### src/rtl/fft_engine_arbiter.sv
// Round-robin arbiter that shares one FFT engine's start/done handshake among NREQ clients,
// with a RUN-state watchdog and a sticky flag for engine done pulses arriving out of turn.
module fft_engine_arbiter #(
  parameter int NREQ    = 4,
  parameter int TIMEOUT = 16,
  parameter int IDW     = $clog2(NREQ)
) (
  input  logic            clk,
  input  logic            rst,
  input  logic [NREQ-1:0] req,
  input  logic [NREQ-1:0] req_mode,
  output logic [NREQ-1:0] gnt,
  output logic [IDW-1:0]  gnt_id,
  output logic            eng_start,
  output logic            eng_mode,
  input  logic            eng_done,
  output logic [NREQ-1:0] req_done,
  output logic            timeout_err,
  output logic            spurious_err,
  output logic            busy
);

  localparam int CW = $clog2(TIMEOUT);
  localparam logic [CW-1:0] CNT_LAST = CW'(TIMEOUT - 1);
  localparam logic [IDW-1:0] ID_LAST = IDW'(NREQ - 1);

  typedef enum logic [1:0] {
    S_IDLE    = 2'd0,
    S_GRANT   = 2'd1,
    S_RUN     = 2'd2,
    S_RELEASE = 2'd3
  } state_t;

  state_t          state_reg;
  logic [IDW-1:0]  ptr_reg;
  logic [NREQ-1:0] gnt_reg;
  logic [IDW-1:0]  gnt_id_reg;
  logic            mode_reg;
  logic [CW-1:0]   cnt_reg;
  logic            ok_reg;
  logic            spurious_reg;

  logic            pick_valid;
  logic [IDW-1:0]  pick_idx;
  logic [IDW-1:0]  ptr_next;

  // Scan offsets from highest to lowest so the requester nearest ptr overrides the rest.
  always_comb begin : pick_logic
    int j;
    pick_valid = 1'b0;
    pick_idx   = '0;
    j          = 0;
    for (int i = NREQ - 1; i >= 0; i--) begin
      j = int'(ptr_reg) + i;
      if (j >= NREQ) j = j - NREQ;
      if (req[IDW'(j)]) begin
        pick_valid = 1'b1;
        pick_idx   = IDW'(j);
      end
    end
  end

  assign ptr_next = (gnt_id_reg == ID_LAST) ? '0 : gnt_id_reg + IDW'(1);

  always_ff @(posedge clk) begin
    if (rst) begin
      state_reg    <= S_IDLE;
      ptr_reg      <= '0;
      gnt_reg      <= '0;
      gnt_id_reg   <= '0;
      mode_reg     <= 1'b0;
      cnt_reg      <= '0;
      ok_reg       <= 1'b0;
      spurious_reg <= 1'b0;
    end else begin
      if (eng_done && (state_reg != S_RUN)) spurious_reg <= 1'b1;

      case (state_reg)
        S_IDLE: begin
          if (pick_valid) begin
            gnt_reg    <= NREQ'(1) << pick_idx;
            gnt_id_reg <= pick_idx;
            mode_reg   <= req_mode[pick_idx];
            state_reg  <= S_GRANT;
          end
        end
        S_GRANT: begin
          cnt_reg   <= '0;
          state_reg <= S_RUN;
        end
        S_RUN: begin
          cnt_reg <= cnt_reg + CW'(1);
          // A done on the expiry cycle still counts as a successful completion.
          if (eng_done) begin
            ok_reg    <= 1'b1;
            state_reg <= S_RELEASE;
          end else if (cnt_reg == CNT_LAST) begin
            ok_reg    <= 1'b0;
            state_reg <= S_RELEASE;
          end
        end
        S_RELEASE: begin
          ptr_reg   <= ptr_next;
          gnt_reg   <= '0;
          state_reg <= S_IDLE;
        end
        default: state_reg <= S_IDLE;
      endcase
    end
  end

  assign gnt          = gnt_reg;
  assign gnt_id       = gnt_id_reg;
  assign eng_mode     = mode_reg;
  assign spurious_err = spurious_reg;
  assign eng_start    = (state_reg == S_GRANT);
  assign busy         = (state_reg != S_IDLE);
  assign timeout_err  = (state_reg == S_RELEASE) && !ok_reg;

  generate
    for (genvar gi = 0; gi < NREQ; gi++) begin : g_done
      assign req_done[gi] = (state_reg == S_RELEASE) && ok_reg && (gnt_id_reg == IDW'(gi));
    end
  endgenerate

  gnt_onehot_a: assert property (@(posedge clk) disable iff (rst) $onehot0(gnt));
  start_gnt_a:  assert property (@(posedge clk) disable iff (rst) eng_start |-> (gnt != '0));

endmodule

### config.mk
export PLATFORM = sky130hd
export DESIGN_NAME = fft_engine_arbiter
export DESIGN_NICKNAME = d
export VERILOG_FILES = /design/src/rtl/fft_engine_arbiter.sv
export SDC_FILE = /design/constraint.sdc
export NUM_CORES = 1
export LEC_CHECK = 0
export CELL_PAD_IN_SITES_DETAIL_PLACEMENT = 1
export CELL_PAD_IN_SITES_GLOBAL_PLACEMENT = 2
export CORE_UTILIZATION = 24
export CTS_BUF_LIST = sky130_fd_sc_hd__clkbuf_16
export DETAILED_ROUTE_END_ITERATION = 16
export GPL_ROUTABILITY_DRIVEN = 0
export PLACE_DENSITY = 0.71
export REMOVE_ABC_BUFFERS = 1
export SLEW_MARGIN = 40
export SYNTH_ARGS = -nofsm -noshare
export SYNTH_HDL_FRONTEND = slang
export SYNTH_SLANG_ARGS = --single-unit
### constraint.sdc
create_clock -name clk -period 1.3 [get_ports clk]
set_input_delay 0.26 -clock clk [delete_from_list [all_inputs] [get_ports clk]]
set_output_delay 0.26 -clock clk [all_outputs]
set_load 0.03 [all_outputs]
# Word-level counts from Yosys, hierarchy flattened
# Index checks and enable logic that the tools add are counted.
[totals]
ff_bits = 17
input_bits = 11
out_inout_bits = 15
elab_cells = 91
[classes]
n_addsub = 9
order_cmp = 9
n_eq_ne = 10
n_shift = 1
mux = 36
reduce_logical = 18
[op_table]
columns = ["cell", "count"]
rows = [
  ["2-bit 2-to-1 mux", 12],
  ["2-bit by 4-bit less-than comparator with 1-bit output, second input constant", 4],
  ["4-bit one-hot mux with 2 select lines", 2],
  ["1-bit 2-to-1 mux", 15],
  ["1-bit binary-select mux with 2-bit select", 5],
  ["3-bit >= comparator, second input constant", 3],
  ["2-bit == test, second input constant", 4],
  ["2-bit one-hot mux with 4 select lines", 1],
  ["2-bit AND reduction", 4],
  ["2-bit nonzero test", 4],
  ["2-bit by 1-bit subtractor with 2-bit output, second input constant", 4],
  ["1-bit logical AND", 7],
  ["2-bit by 2-bit adder with 3-bit output, second input constant", 2],
  ["4-bit by 1-bit adder with 4-bit output, second input constant", 1],
  ["2-bit by 1-bit == test with 1-bit output, second input constant", 2],
  ["4-bit == test, second input constant", 1],
  ["2-bit zero test", 2],
  ["4-bit 2-to-1 mux", 1],
  ["2-bit != test, second input constant", 2],
  ["1-bit by 2-bit << shifter with 4-bit output, first input constant", 1],
  ["2-bit by 1-bit adder with 3-bit output, second input constant", 1],
  ["2-bit by 3-bit >= comparator with 1-bit output, second input constant", 1],
  ["2-bit by 3-bit less-than comparator with 1-bit output, second input constant", 1],
  ["3-bit != test, second input constant", 1],
  ["other kinds (2)", 2],
]

# Depth between registers and ports, before layout
[depth]
ltp_word = 13
mapped_depth = 7
mapped_depth_nobuf = 6

# Least setup slack after synthesis
# OpenSTA, ideal clock, no wires.
[synth_path]
path_type = "reg-to-output"
start = "register state_reg[0]"
end = "output timeout_err"
arrival_ns = 1.232
required_ns = 1.040
setup_slack_ns = -0.192
stages_incl_launch_ff = 4
path_buffers = 1
cell_sequence = "dfxtp_1 -> ha_1 -> clkbuf_1 -> nor2b_1"
[synth_between]
elab_chain_len = 2
[synth_lines]
columns = ["item", "line", "rtl"]
rows = [
  ["start, declared", "34", "state_t state_reg;"],
  ["start signal, assigned", "67", "state_reg <= S_IDLE;"],
  ["start signal, assigned", "84", "state_reg <= S_GRANT;"],
  ["start signal, assigned", "89", "state_reg <= S_RUN;"],
  ["2-bit == test", "118", "assign timeout_err = (state_reg == S_RELEASE) && !ok_reg;"],
  ["1-bit logical AND", "118", ""],
  ["end, declared", "18", "output logic timeout_err,"],
]
# No other way between the ends.

# Worst setup path in the final report
[layout_path]
start = "register ptr_reg[0]"
end = "register mode_reg, in the netlist eng_mode"
[layout_between]
elab_chain_len = 12
elab_cells_between_ends = 38
classes_between = "add/sub (7); order compare (4); mux (26); reduce/logical (1)"
[layout_lines]
columns = ["item", "line", "rtl"]
rows = [
  ["start, declared", "35", "logic [IDW-1:0] ptr_reg;"],
  ["start signal, assigned", "103", "ptr_reg <= ptr_next;"],
  ["2-bit by 2-bit adder with 3-bit output", "54", "j = int'(ptr_reg) + i;"],
  ["3-bit >= comparator or 2-bit by 1-bit subtractor with 2-bit output (tied branches)", "55", "if (j >= NREQ) j = j - NREQ;"],
  ["2-bit 2-to-1 mux", "55", ""],
  ["1-bit binary-select mux with 2-bit select", "56", "if (req[IDW'(j)]) begin"],
  ["1-bit 2-to-1 mux (not written as such) (2 in series)", "56", ""],
  ["2-bit 2-to-1 mux (4 in series)", "56", ""],
  ["1-bit binary-select mux with 2-bit select", "83", "mode_reg <= req_mode[pick_idx];"],
  ["1-bit 2-to-1 mux (not written as such)", "83", ""],
  ["end signal, assigned", "83", ""],
  ["end, declared", "38", "logic mode_reg;"],
]
# Several ways; a longest one is shown, not always the timed one. The select of a mux whose other input is x is not followed.
# A chain may end at the register's enable or synchronous reset.

==> impl_metrics.tcl <==
set metrics [dict create \
    ctsLongestPathBuffers 2 \
    cts_sinks 17 \
    path_common_cell "or3_4" \
    n_fill_cell 424 \
    antenna_found_initial 0 \
    cts_tree "yes" \
    synth_top_family_by_area "simple AND/OR/NAND/NOR gates" \
    grtUsageTotal 0.1661 \
    critPathTopFamily "simple AND/OR/NAND/NOR gates" \
    setup_slack_ns -0.1769 \
    dpl_worst_slack_ns -0.6499 \
    finalHoldViolCount 0 \
    worstSetupPathType "flop to flop" \
    die-area_sq_um 4331 \
    vdd_drop_max_uv 832.8 \
    cts_buffers 3 \
    drv_slew 0 \
    area_growth_pct 94.37 \
    mostFrequentLayoutCells "buf_4, nor2_1, buf_6" \
    cp_cell_sequence "nand2b_4, a21oi_2, or3_4, or3_4, o221ai_2" \
    max_freq_mhz 677.1 \
    run_status "finished with violations" \
    worst_slew_pin_slew_ns 0.3346 \
    synth_area_sq_um 977.2 \
    io_pins 26 \
    slew_headroom 0.7749 \
    use_met3 0.02414 \
    vias_per_cell 4.797 \
    end_kind "flop" \
    grt_pass1_wl_um 5416 \
    hold_path.class "flop to flop" \
    leakage_nw 0.8229 \
    clkLatencyLatePin_ns 0.25 \
    start_util 0.2591 \
    cpMaxStageDelayCell "or3_4" \
    met2_usage 0.3163 \
    ys_seq_elements 17 \
    totalWireLength_um 3569 \
    synth.distinct_cells 29 \
    cp_slowest_stage_delay_ns 0.38 \
    fin_nets 205 \
    cp.arrival_ns 1.65 \
    worst-path-buf-inv 0 \
    setup_violations 15 \
    clockRootBuffer "clkbuf_16" \
    routedWlPerCell_um 15.45 \
    synthMuxAreaShare 0.06146 \
    layout_worst_path_cycle_share 1.136 \
    yosysSeqAreaShare 0.3483 \
    n_antenna_cell 0 \
    syn_avg_cell_area_sq_um 8.281 \
    powerDensity_nw_per_um2 1794 \
    grt_pass1_vias 1150 \
    use_met1 0.1931 \
    max-cap-violations 0 \
    dr.first_iter.drc_count 28 \
    hold_ws_ns 0.4941 \
    synth_compound_area_frac 0.1536 \
    mostFrequentLayoutCell "buf_4" \
    vias 1108 \
    worst_setup_path_start_kind "flop" \
    min_period_ns 1.477 \
    dpl.hpwl_um 2289 \
    multi_input_area_sq_um 778.2 \
    dr.pass1.iters 4 \
    cts_htree_levels 1 \
    grt_overflow 0 \
    violations "negative setup slack" \
    fp.coreArea_sq_um 3771 \
    crit_required_ns 1.48 \
    ant_nets 0 \
    synthXorXnorAreaFrac 0 \
    rsz0062_at_grt "yes" \
    seqCellArea_sq_um 360.3 \
    numPortBuffers 25 \
    top_usage_layer "met2" \
    synth_warnings 0 \
    grt_max_degree 10 \
    clk_pin_slew_ns 0.06 \
    fp.dieW_um 65.81 \
    synth-simple-area-share 0.2497 \
    drive_gt1_frac 0.5301 \
    drc 0 \
    finalClockSkew_ns 0.003370 \
    rows 22 \
    syn-instance-count 118 \
    die_height_um 65.81 \
    synth_adder_area_share 0.1280 \
    cp_max_fo 3 \
]
## logic make-up after synthesis
group / Yosys count
adder cells (fa/ha/maj): 10
AO/OA/AOI/OAI: 22
flip-flops: 17
buffers and inverters: 15
AND/OR/NAND/NOR: 48
multiplexers: 6
## worst register-to-register path, stage by stage, from the launching register on
cell and delay, ns:
dfxtp_2 0.34, nand2b_4 0.13, a21oi_2 0.06, or3_4 0.37
or3_4 0.38, o221ai_2 0.12
## layer usage
layer  wire length, um  up-vias
met5                 0        -
li1                  -      541
met4                25        0
met1              1522      538
met2              1908       25
met3               113        4
## area by class of cell
class                      instances  share of cell area
tap                               48             0.03162
clock inverter                     1            0.001976
multi-input combinational         86              0.4097
timing repair buffer              66              0.3050
inverter                          10             0.02240
sequential                        17              0.1897
clock buffer                       3             0.03953
## cell usage after synthesis
library cell	instances	area [sq um]
dfxtp_1	17	340.3
nor2b_1	1	6.260
clkbuf_1	3	11.26
a211o_2	1	10.01
a21oi_2	1	8.760
nand3b_1	2	15.01
nand4_1	1	6.260
nand3_1	3	15.01
a32oi_1	5	43.79
a211oi_1	2	15.01
or3_4	1	11.26
o221ai_1	1	8.760
nand2_1	4	15.01
buf_1	1	3.750
nor3b_1	2	15.01
o21ai_0	2	10.01
a21oi_1	8	40.04
a22oi_1	1	7.510
nor3_1	2	10.01
inv_1	10	37.54
mux2i_1	6	60.06
o22ai_1	1	6.260
nor4_1	1	6.260
nand2b_1	5	31.28
and3_1	4	25.02
nor2_1	20	75.07
buf_2	1	5.000
ha_1	10	125.1
or3_1	2	12.51
## final timing paths
path,from,to,cells after the start,slack (ns)
worst max-delay path,ptr_reg[0]$_SDFFE_PP0P_,eng_mode$_SDFFE_PP0P_,5,-0.18
worst min register to register,gnt[0]$_SDFFE_PP0P_,gnt[0]$_SDFFE_PP0P_,2,0.49
worst max register to register,ptr_reg[0]$_SDFFE_PP0P_,eng_mode$_SDFFE_PP0P_,5,-0.18
worst min-delay path,gnt[0]$_SDFFE_PP0P_,gnt[0]$_SDFFE_PP0P_,2,0.49
## what timing repair did
item / CTS / global route
pin swaps: 13 / 13
hold buffers: 0 / 0
endpoints found under the setup margin: 24 / 20
setup buffers: 6 / 8
resized for setup: 61 / 24
## power breakdown
part / switching [mW] / internal, mW / leakage (nW)
sequential: 0.107 / 0.648 / 0.143
clock: 0.222 / 0.409 / 0.0423
combinational: 1.00 / 1.02 / 0.637
total: 1.33 / 2.07 / 0.823
## stage by stage
stage                 util  setup TNS [ns]  std cells  area, sq um  power (mW)
finish              0.5037          -1.715        231         1899       3.408
detailed placement  0.3832          -5.232        213         1445       2.084
global placement    0.3832          -4.644        213         1445       2.027
floorplan                -         -0.6890        113        957.2       1.440
global route        0.5037          -2.531        231         1899       3.595
CTS                 0.4622          -1.364        223         1743       3.078
Power figures use the tool's default switching activity.
